**src/rtl/mips_multicycle_control_if.sv**
```systemverilog
// Control-to-datapath bundle for the multicycle MIPS controller.
// The master modport is the control FSM; the slave modport is the datapath side.
interface mips_multicycle_control_if;
    logic [5:0] Opcode;
    logic       Zero;
    logic       MemReady;
    logic       PCWrite;
    logic       IorD;
    logic       MemRead;
    logic       MemWrite;
    logic       IRWrite;
    logic       RegDst;
    logic       MemtoReg;
    logic       RegWrite;
    logic       ALUSrcA;
    logic [1:0] ALUSrcB;
    logic [1:0] ALUOp;
    logic       ExtOp;
    logic [1:0] PCSrc;
    logic       Illegal;

    modport master (
        input  Opcode, Zero, MemReady,
        output PCWrite, IorD, MemRead, MemWrite, IRWrite, RegDst, MemtoReg,
               RegWrite, ALUSrcA, ALUSrcB, ALUOp, ExtOp, PCSrc, Illegal
    );

    modport slave (
        output Opcode, Zero, MemReady,
        input  PCWrite, IorD, MemRead, MemWrite, IRWrite, RegDst, MemtoReg,
               RegWrite, ALUSrcA, ALUSrcB, ALUOp, ExtOp, PCSrc, Illegal
    );
endinterface

```
**src/rtl/mips_multicycle_control.sv**
```systemverilog
// Multicycle MIPS control FSM: Moore decode of datapath enables/selects from the state register,
// with FETCH write enables qualified by memory ready and BRANCH PC write by the ALU zero flag.
module mips_multicycle_control #(
    parameter bit MEM_HANDSHAKE = 1'b1
) (
    input  logic                        Clock,
    input  logic                        Reset,
    mips_multicycle_control_if.master   bus
);
    localparam logic [5:0] OP_R    = 6'b000000;
    localparam logic [5:0] OP_LW   = 6'b100011;
    localparam logic [5:0] OP_SW   = 6'b101011;
    localparam logic [5:0] OP_BEQ  = 6'b000100;
    localparam logic [5:0] OP_ADDI = 6'b001000;
    localparam logic [5:0] OP_ANDI = 6'b001100;
    localparam logic [5:0] OP_ORI  = 6'b001101;
    localparam logic [5:0] OP_J    = 6'b000010;

    typedef enum logic [3:0] {
        S_IDLE   = 4'd0,
        S_FETCH  = 4'd1,
        S_DECODE = 4'd2,
        S_MEMADR = 4'd3,
        S_MEMRD  = 4'd4,
        S_MEMWB  = 4'd5,
        S_MEMWR  = 4'd6,
        S_REXEC  = 4'd7,
        S_RWB    = 4'd8,
        S_IEXEC  = 4'd9,
        S_IWB    = 4'd10,
        S_BRANCH = 4'd11,
        S_JUMP   = 4'd12
    } state_t;

    state_t state_q, state_d;
    logic   is_sw_q, is_sw_d;   // LW/SW choice captured in DECODE so MEMADR ignores later opcode changes
    logic   ext_q, ext_d;       // ExtOp captured in IEXEC and replayed in IWB
    logic   mem_rdy_s;
    logic   logical_s;

    assign mem_rdy_s = MEM_HANDSHAKE ? bus.MemReady : 1'b1;
    assign logical_s = (bus.Opcode == OP_ANDI) || (bus.Opcode == OP_ORI);

    // State and captured-decode registers with synchronous active-low reset
    always_ff @(posedge Clock) begin
        if (!Reset) begin
            state_q <= S_IDLE;
            is_sw_q <= 1'b0;
            ext_q   <= 1'b0;
        end else begin
            state_q <= state_d;
            is_sw_q <= is_sw_d;
            ext_q   <= ext_d;
        end
    end

    // Next-state and Moore output decode
    always_comb begin
        state_d      = S_FETCH;
        is_sw_d      = is_sw_q;
        ext_d        = ext_q;
        bus.PCWrite  = 1'b0;
        bus.IorD     = 1'b0;
        bus.MemRead  = 1'b0;
        bus.MemWrite = 1'b0;
        bus.IRWrite  = 1'b0;
        bus.RegDst   = 1'b0;
        bus.MemtoReg = 1'b0;
        bus.RegWrite = 1'b0;
        bus.ALUSrcA  = 1'b0;
        bus.ALUSrcB  = 2'b00;
        bus.ALUOp    = 2'b00;
        bus.ExtOp    = 1'b0;
        bus.PCSrc    = 2'b00;
        bus.Illegal  = 1'b0;
        case (state_q)
            S_IDLE: begin
                state_d = S_FETCH;
            end
            S_FETCH: begin
                bus.MemRead = 1'b1;
                bus.ALUSrcB = 2'b01;
                bus.IRWrite = mem_rdy_s;
                bus.PCWrite = mem_rdy_s;
                if (mem_rdy_s) begin
                    state_d = S_DECODE;
                end else begin
                    state_d = S_FETCH;
                end
            end
            S_DECODE: begin
                bus.ALUSrcB = 2'b11;
                bus.ExtOp   = 1'b1;
                is_sw_d     = (bus.Opcode == OP_SW);
                case (bus.Opcode)
                    OP_LW, OP_SW:              state_d = S_MEMADR;
                    OP_R:                      state_d = S_REXEC;
                    OP_BEQ:                    state_d = S_BRANCH;
                    OP_ADDI, OP_ANDI, OP_ORI:  state_d = S_IEXEC;
                    OP_J:                      state_d = S_JUMP;
                    default: begin
                        state_d     = S_FETCH;
                        bus.Illegal = 1'b1;
                    end
                endcase
            end
            S_MEMADR: begin
                bus.ALUSrcA = 1'b1;
                bus.ALUSrcB = 2'b10;
                bus.ExtOp   = 1'b1;
                if (is_sw_q) begin
                    state_d = S_MEMWR;
                end else begin
                    state_d = S_MEMRD;
                end
            end
            S_MEMRD: begin
                bus.MemRead = 1'b1;
                bus.IorD    = 1'b1;
                if (mem_rdy_s) begin
                    state_d = S_MEMWB;
                end else begin
                    state_d = S_MEMRD;
                end
            end
            S_MEMWB: begin
                bus.RegWrite = 1'b1;
                bus.MemtoReg = 1'b1;
            end
            S_MEMWR: begin
                bus.MemWrite = 1'b1;
                bus.IorD     = 1'b1;
                if (mem_rdy_s) begin
                    state_d = S_FETCH;
                end else begin
                    state_d = S_MEMWR;
                end
            end
            S_REXEC: begin
                bus.ALUSrcA = 1'b1;
                bus.ALUOp   = 2'b10;
                state_d     = S_RWB;
            end
            S_RWB: begin
                bus.RegWrite = 1'b1;
                bus.RegDst   = 1'b1;
            end
            S_IEXEC: begin
                bus.ALUSrcA = 1'b1;
                bus.ALUSrcB = 2'b10;
                bus.ALUOp   = logical_s ? 2'b11 : 2'b00;
                bus.ExtOp   = ~logical_s;
                ext_d       = ~logical_s;
                state_d     = S_IWB;
            end
            S_IWB: begin
                bus.RegWrite = 1'b1;
                bus.ExtOp    = ext_q;
            end
            S_BRANCH: begin
                bus.ALUSrcA = 1'b1;
                bus.ALUOp   = 2'b01;
                bus.PCSrc   = 2'b01;
                bus.PCWrite = bus.Zero;
            end
            S_JUMP: begin
                bus.PCSrc   = 2'b10;
                bus.PCWrite = 1'b1;
            end
            default: begin
                state_d = S_FETCH;
            end
        endcase
    end
endmodule

```
**src/flat_wrapper.sv**
```systemverilog
// flat-port wrapper written by rule: the top's interface ports become plain ports
module mips_multicycle_control_flat 
#(
    parameter bit MEM_HANDSHAKE = 1'b1
)
  (Clock, Reset, bus_Opcode, bus_Zero, bus_MemReady, bus_PCWrite, bus_IorD, bus_MemRead, bus_MemWrite, bus_IRWrite, bus_RegDst, bus_MemtoReg, bus_RegWrite, bus_ALUSrcA, bus_ALUSrcB, bus_ALUOp, bus_ExtOp, bus_PCSrc, bus_Illegal);
  mips_multicycle_control_if bus_i ();
  input  logic Clock;
  input  logic Reset;
  input wire logic [$bits(bus_i.Opcode)-1:0] bus_Opcode;
  input wire logic [$bits(bus_i.Zero)-1:0] bus_Zero;
  input wire logic [$bits(bus_i.MemReady)-1:0] bus_MemReady;
  output wire logic [$bits(bus_i.PCWrite)-1:0] bus_PCWrite;
  output wire logic [$bits(bus_i.IorD)-1:0] bus_IorD;
  output wire logic [$bits(bus_i.MemRead)-1:0] bus_MemRead;
  output wire logic [$bits(bus_i.MemWrite)-1:0] bus_MemWrite;
  output wire logic [$bits(bus_i.IRWrite)-1:0] bus_IRWrite;
  output wire logic [$bits(bus_i.RegDst)-1:0] bus_RegDst;
  output wire logic [$bits(bus_i.MemtoReg)-1:0] bus_MemtoReg;
  output wire logic [$bits(bus_i.RegWrite)-1:0] bus_RegWrite;
  output wire logic [$bits(bus_i.ALUSrcA)-1:0] bus_ALUSrcA;
  output wire logic [$bits(bus_i.ALUSrcB)-1:0] bus_ALUSrcB;
  output wire logic [$bits(bus_i.ALUOp)-1:0] bus_ALUOp;
  output wire logic [$bits(bus_i.ExtOp)-1:0] bus_ExtOp;
  output wire logic [$bits(bus_i.PCSrc)-1:0] bus_PCSrc;
  output wire logic [$bits(bus_i.Illegal)-1:0] bus_Illegal;
  assign bus_i.Opcode = bus_Opcode;
  assign bus_i.Zero = bus_Zero;
  assign bus_i.MemReady = bus_MemReady;
  assign bus_PCWrite = bus_i.PCWrite;
  assign bus_IorD = bus_i.IorD;
  assign bus_MemRead = bus_i.MemRead;
  assign bus_MemWrite = bus_i.MemWrite;
  assign bus_IRWrite = bus_i.IRWrite;
  assign bus_RegDst = bus_i.RegDst;
  assign bus_MemtoReg = bus_i.MemtoReg;
  assign bus_RegWrite = bus_i.RegWrite;
  assign bus_ALUSrcA = bus_i.ALUSrcA;
  assign bus_ALUSrcB = bus_i.ALUSrcB;
  assign bus_ALUOp = bus_i.ALUOp;
  assign bus_ExtOp = bus_i.ExtOp;
  assign bus_PCSrc = bus_i.PCSrc;
  assign bus_Illegal = bus_i.Illegal;
  mips_multicycle_control #(.MEM_HANDSHAKE(MEM_HANDSHAKE)) u_core (.Clock(Clock), .Reset(Reset), .bus(bus_i));
endmodule
```
**config.mk**
```make
export PLATFORM = sky130hd
export DESIGN_NAME = mips_multicycle_control_flat
export DESIGN_NICKNAME = d
export VERILOG_FILES = /design/src/rtl/mips_multicycle_control_if.sv /design/src/rtl/mips_multicycle_control.sv /design/src/flat_wrapper.sv
export SDC_FILE = /design/constraint.sdc
export NUM_CORES = 1
export LEC_CHECK = 0
export CORE_AREA = 3 3 50 47
export DETAILED_ROUTE_END_ITERATION = 16
export DIE_AREA = 0 0 53 50
export PLACE_DENSITY = 0.69
export SYNTH_ARGS = -nofsm -noshare
export SYNTH_HDL_FRONTEND = slang
export SYNTH_SLANG_ARGS = --single-unit
export TNS_END_PERCENT = 5
```
**constraint.sdc**
```tcl
create_clock -name Clock -period 1.9 [get_ports Clock]
set_clock_uncertainty 0.05 [all_clocks]
set_input_delay 0.38 -clock Clock [delete_from_list [all_inputs] [get_ports Clock]]
set_output_delay 0.38 -clock Clock [all_outputs]
set_load 0.02 [all_outputs]
```
==> impl_metrics.ini, run 1 <==
[timing]
finalHoldViolCount = 0
slew_viol_final = 0
slew_headroom_pct = 77.0
rsz0062_at_grt = yes
max_freq_mhz = 537
fin_crit_sh_pct = 97.9
tightest_slew_ns = 0.342
fin_tns_setup_ns = 0
min_period_ns = 1.86
setup_viol = 0

[final_layout]
fin_nets = 166
fin_util_pct = 62.0
n_fill_cell = 187
mostFrequentLayoutCell = buf_4
most-common-layout-cells = buf_4 (35), nor2_1 (10), clkbuf_2 (9)
drive_above_1_share_pct = 43.5
multi_input_area_um2 = 503
antenna_cells = 0
area_delta_synth_final_pct = 83.8
final_area_um2 = 1170
regArea_um2 = 121
finalNonFillerCells = 179

[setup_path]
cp-end-kind = primary output
cp_max_fo = 10
worst_ep_arrival_time_ns = 1.43
regToRegSetupSlack_ns = 0.46
worstPathRequired_ns = 1.47
critPathLaunchType = register
critical_path_class = reg2out

[synthesis]
synth_cell_types = 34
ys_ff_latch = 6
synthCells = 94
synth.cell_area_um2 = 639
synth_nets = 104
seq_area_frac_synth_pct = 18.8
syn_area_per_cell_um2 = 6.80
synth_warnings = 0

[global_route]
antenna_found_initial = 0
grt_max_degree = 12
track_usage_pct = 18.4
grt-ovfl-total = 0
grt_pass1_wl_mm = 3.71
grt_pass1_vias = 955

[drt]
drt-initial-drc-count = 15
top_layer = met4
wire_per_inst_um = 12.4
met3_length_um = 126
wl_met2_mm = 1.15
postRouteWirelength_mm = 2.22
m1WireLength_um = 883
antenna_left = 0
vias = 928
viasPerCell = 5.18
dr.pass1.iters = 4
drc = 0

[clock_tree]
cts_made_buffers = 3
hold_buffers = 0
ctsLongestPathBuffers = 2
clock_latency_ns = 0.24
htree_levels = 1
cts_sinks = 6
cts_tree = done
clkTransAtPathRegs_ns = 0.05
ctsRootBufferMaster = clkbuf_4

[place]
place_congestion = 0.822
port_buffers = 26
dp_cells = 175
placed_area_um2 = 1200
hpwl_mm = 1.80

[power]
ir_worst_vdd_v = 0.000283
leakage_nw = 0.536
pwr_density_cell_nw_per_um2 = 342
power_mw = 0.402

[floorplan]
chipWidth_um = 53
dieArea_um2 = 2650
rows = 15
die_y_um = 50
start_util_pct = 33.7
core-area_um2 = 1900
pin_count = 27

[run]
drv_cap = 0

[min_path]
hold_path.class = reg2reg

[outcome]
status = complete, no violations
-- cell families after synthesis --
group                      share of synthesized area [%]
and+or+nand+nor                                     39.3
AOI/OAI and AO/OA                                   31.7
buffers and inverters                               7.04
DFF                                                 18.8
muxes                                               1.57
adders and majority gates                           1.57
-- critical path, cell delays in order (launching register included) --
cell and delay [ns]:
dfxtp_1 0.33, buf_4 0.16, inv_1 0.07, nor2_2 0.13, a32oi_1 0.12, nor2_1 0.11, clkdlybuf4s15_2 0.27
-- power by group --
group	internal (mW)	switching, mW	total, mW
registers	0.129	0.00252	0.132
logic	0.0775	0.0765	0.154
clock network	0.0713	0.0444	0.116
total	0.278	0.123	0.402
-- synth_stat cells (all sizes together) --
cell type  count  area, um^2
a31oi          3        18.8
nor2          12        45.0
clkbuf         2        7.51
a32oi          1        8.76
a21oi          7        38.8
o221ai         1        8.76
mux2i          1        10.0
o22ai          2        12.5
o2111ai        1        8.76
o21ai          6        30.0
o21bai         2        15.0
and3           1        6.26
a211oi         3        22.5
buf            3        15.0
nand2          6        22.5
a41o           1        10.0
nor3b          3        22.5
or2b           1        7.51
dfxtp          6         120
a21boi         1        7.51
or4            1        11.3
o311a          1        10.0
o221a          1        11.3
nand4b         1        8.76
nand2b         6        37.5
and2           3        18.8
nor3           5        36.3
and2b          1        7.51
inv            6        22.5
maj3           1        10.0
nand3          3        15.0
nor2b          2        12.5
-- layout make-up --
cell class | instances | area share (%)
inverters | 6 | 1.92
clock buffers | 3 | 1.92
flip-flops and latches | 6 | 10.3
well taps | 25 | 2.66
multi-input cells | 77 | 42.8
repair buffers | 62 | 40.4
-- metal layers --
layer  track usage (%)  vias to the layer above
met3              1.81                        6
met2              34.1                       32
met5                 0                        -
met4              11.1                        0
li1                  -                      466
met1              19.0                      424
-- registers in the layout, summed over array words and instances, names as in the netlist --
signal	count
u_core.state_q	4
u_core.ext_q	1
u_core.is_sw_q	1
-- per-stage QoR --
step	worst slack [ns]	hold WS, ns
finish	0.0391	0.469
global route	-0.0660	0.513
floorplan	0.109	0.433
detailed placement	-0.695	0.460
global placement	-0.647	0.455
CTS	-0.0948	0.475
-- final timing paths --
| check | start | to | cells after the start |
|---|---|---|---|
| max reg2reg | u_core.state_q[0] | u_core.state_q[0] | 6 |
| min reg2reg | u_core.is_sw_q | u_core.is_sw_q | 2 |
| max | u_core.state_q[0] | bus_ExtOp | 6 |
| min | u_core.is_sw_q | u_core.is_sw_q | 2 |
-- repair_timing --
action,in CTS,in global routing
cloned,0,0
endpoints found under the hold margin,0,0
endpoints found under the setup margin,17,15
resized for setup,51,29
buffers inserted,0,1
pin swaps,2,3
(Power assumes the default switching activity.)
==> run 2: changes to the inputs <==
--- a/config.mk
+++ b/config.mk
@@ -5,10 +5,11 @@
 export SDC_FILE = /design/constraint.sdc
 export NUM_CORES = 1
 export LEC_CHECK = 0
-export CORE_AREA = 3 3 50 47
+export CAP_MARGIN = 40
+export CORE_AREA = 3 3 44 46
 export DETAILED_ROUTE_END_ITERATION = 16
-export DIE_AREA = 0 0 53 50
-export PLACE_DENSITY = 0.69
+export DIE_AREA = 0 0 47 49
+export PLACE_DENSITY = 0.78
 export SYNTH_ARGS = -nofsm -noshare
 export SYNTH_HDL_FRONTEND = slang
 export SYNTH_SLANG_ARGS = --single-unit
==> run 2 against run 1 <==
  * Clock-buffer cell count did not move
  * First-iteration DRC count grew 150%
  * Combinational power shrank 5%
  * Sequential cell count did not move
  * Register-to-register slack worse by 0.02 ns
  * Total power fell by 1.8%
  * Largest cell class unchanged
==> impl_metrics.ini, run 2 (same netlist as run 1, synthesis figures left out) <==
[setup_path]
cp_max_fo = 3
cp_slowest_cell = or4_4
worstPathRequired_ns = 1.47
critical_path_class = in2out
worst_ep_arrival_time_ns = 1.45
crit_buf_inv = 2
cp_top_family = simple AND/OR/NAND/NOR gates
critPathLaunchType = primary input
cp-end-kind = primary output
critPathMaxStageDelay_ns = 0.42
crit_chain = dlygate4sd2_1, or4_4, a21oi_2, nor3b_1, buf_2

[timing]
setup_ws_ns = 0.0218
tightest_slew_ns = 0.390
slew_viol_final = 0
setup_viol = 0
fin_crit_sh_pct = 98.9
finalHoldViolCount = 0
min_period_ns = 1.88
rsz0062_at_grt = yes
max_freq_mhz = 532
fin_tns_setup_ns = 0
slew_headroom_pct = 73.7
hold_ws_ns = 0.480

[clock_tree]
cts_sinks = 6
clkTransAtPathRegs_ns = 0.04
clock_latency_ns = 0.24
htree_levels = 1
ctsRootBufferMaster = clkbuf_4
cts_made_buffers = 3
post_cts_buffers = 0
hold_buffers = 0
cts_tree = done
ctsLongestPathBuffers = 2

[power]
p_int_mw = 0.274
comb_power_share_pct = 37.1
ir_worst_vdd_v = 0.000316
pwr_density_cell_nw_per_um2 = 359
p_seq_share_pct = 34.0
p_switching_mw = 0.120
p_sw_share_pct = 30.5
leakage_nw = 0.510
power.share.clock_pct = 28.8

[floorplan]
die_y_um = 49
core-area_um2 = 1540
dieArea_um2 = 2300
start_util_pct = 41.5
rows = 14
pin_count = 27
chipWidth_um = 47

[global_route]
grt_pass1_vias = 971
track_usage_pct = 23.0
antenna_found_initial = 0
grt_max_degree = 10
grt-ovfl-total = 0
grt_pass1_wl_mm = 4.01

[final_layout]
top_register = u_core.state_q
mostFrequentLayoutCell = buf_4
antenna_cells = 0
most-common-layout-cells = buf_4 (34), nor2_1 (12), buf_2 (8)
fin_util_pct = 71.3
largest_reg_flops = 4
multi_input_area_um2 = 479
largestRegisters = u_core.state_q x4, u_core.ext_q x1, u_core.is_sw_q x1
drive_above_1_share_pct = 39.7
finalNonFillerCells = 167
n_fill_cell = 134
area_delta_synth_final_pct = 71.8
fin_nets = 163
regArea_um2 = 124

[place]
dp_cells = 164
port_buffers = 26
pre_cts_ws_ns = -0.700
place_congestion = 0.912
hpwl_mm = 1.93

[drt]
postRouteWirelength_mm = 2.34
dr.pass1.iters = 4
vias = 924
viasPerCell = 5.53
drc = 0
drt-initial-drc-count = 37
wire_per_inst_um = 14.0
antenna_left = 0

[min_path]
hold_path.class = reg2reg

[run]
drv_cap = 0

[outcome]
status = complete, no violations
[run 2: changes by cell type in the layout (fill, tap and decap cells not counted), moves of 2 or more]
cell / change
clkbuf_2: -3
buf_12: -2
buf_2: +2
dfxtp_1: -2
dfxtp_2: +2
dlygate4sd2_1: +2
nor2_1: +2
nor2_2: -2
[run 2: cell type report]
class / count / share of cell area, %
clock buffer: 3 / 2.05
tap: 16 / 1.82
timing repair buffer: 59 / 39.2
sequential: 6 / 11.3
inverter: 6 / 2.05
multi-input combinational: 77 / 43.6
[run 2: power groups by stage]
stage	logic, mW	registers, mW	clock network, mW
floorplan	0.0651	0.134	0
global placement	0.154	0.135	0
detailed placement	0.157	0.136	0
CTS	0.147	0.134	0.118
global route	0.160	0.134	0.131
finish	0.147	0.134	0.114
[run 2: per-stage QoR]
step	power [mW]	instance area [um^2]
global route	0.424	1100
detailed placement	0.293	1140
floorplan	0.199	639
global placement	0.289	1140
finish	0.394	1100
CTS	0.399	1130
[run 2: final timing paths]
check | startpoint | to | slack (ns) | cells after the start
worst min-delay path | u_core.is_sw_q | u_core.is_sw_q | 0.48 | 2
worst max register to register | u_core.state_q[0] | u_core.state_q[0] | 0.44 | 6
worst max-delay path | bus_Opcode[5] | bus_Illegal | 0.02 | 5
worst min register to register | u_core.is_sw_q | u_core.is_sw_q | 0.48 | 2
[run 2: timing repair]
action | in CTS | in global routing
setup endpoints to repair | 17 | 14
resized for setup | 56 | 18
pin swaps | 2 | 1
[run 2: routing by layer]
layer / up-vias / part of all wire, % / GRT usage, %
met2: 43 / 48 / 35.5
met4: 0 / 3.4 / 13.4
met3: 10 / 8.2 / 5.54
li1: 456 / - / -
met5: - / 0 / 0
met1: 415 / 40 / 27.7
[run 2: worst min-delay path, stage by stage (launching register included)]
cell	delay (ns)
dfxtp_1	0.33
mux2i_1	0.07
nor2b_1	0.09
==> run 3: changes to the inputs <==
--- a/config.mk
+++ b/config.mk
@@ -10,6 +10,7 @@
 export DETAILED_ROUTE_END_ITERATION = 16
 export DIE_AREA = 0 0 47 49
 export PLACE_DENSITY = 0.78
+export SLEW_MARGIN = 20
 export SYNTH_ARGS = -nofsm -noshare
 export SYNTH_HDL_FRONTEND = slang
 export SYNTH_SLANG_ARGS = --single-unit
==> results of run 3 <==
Same layout as run 2: the final DEF is identical, and so are final timing and power.
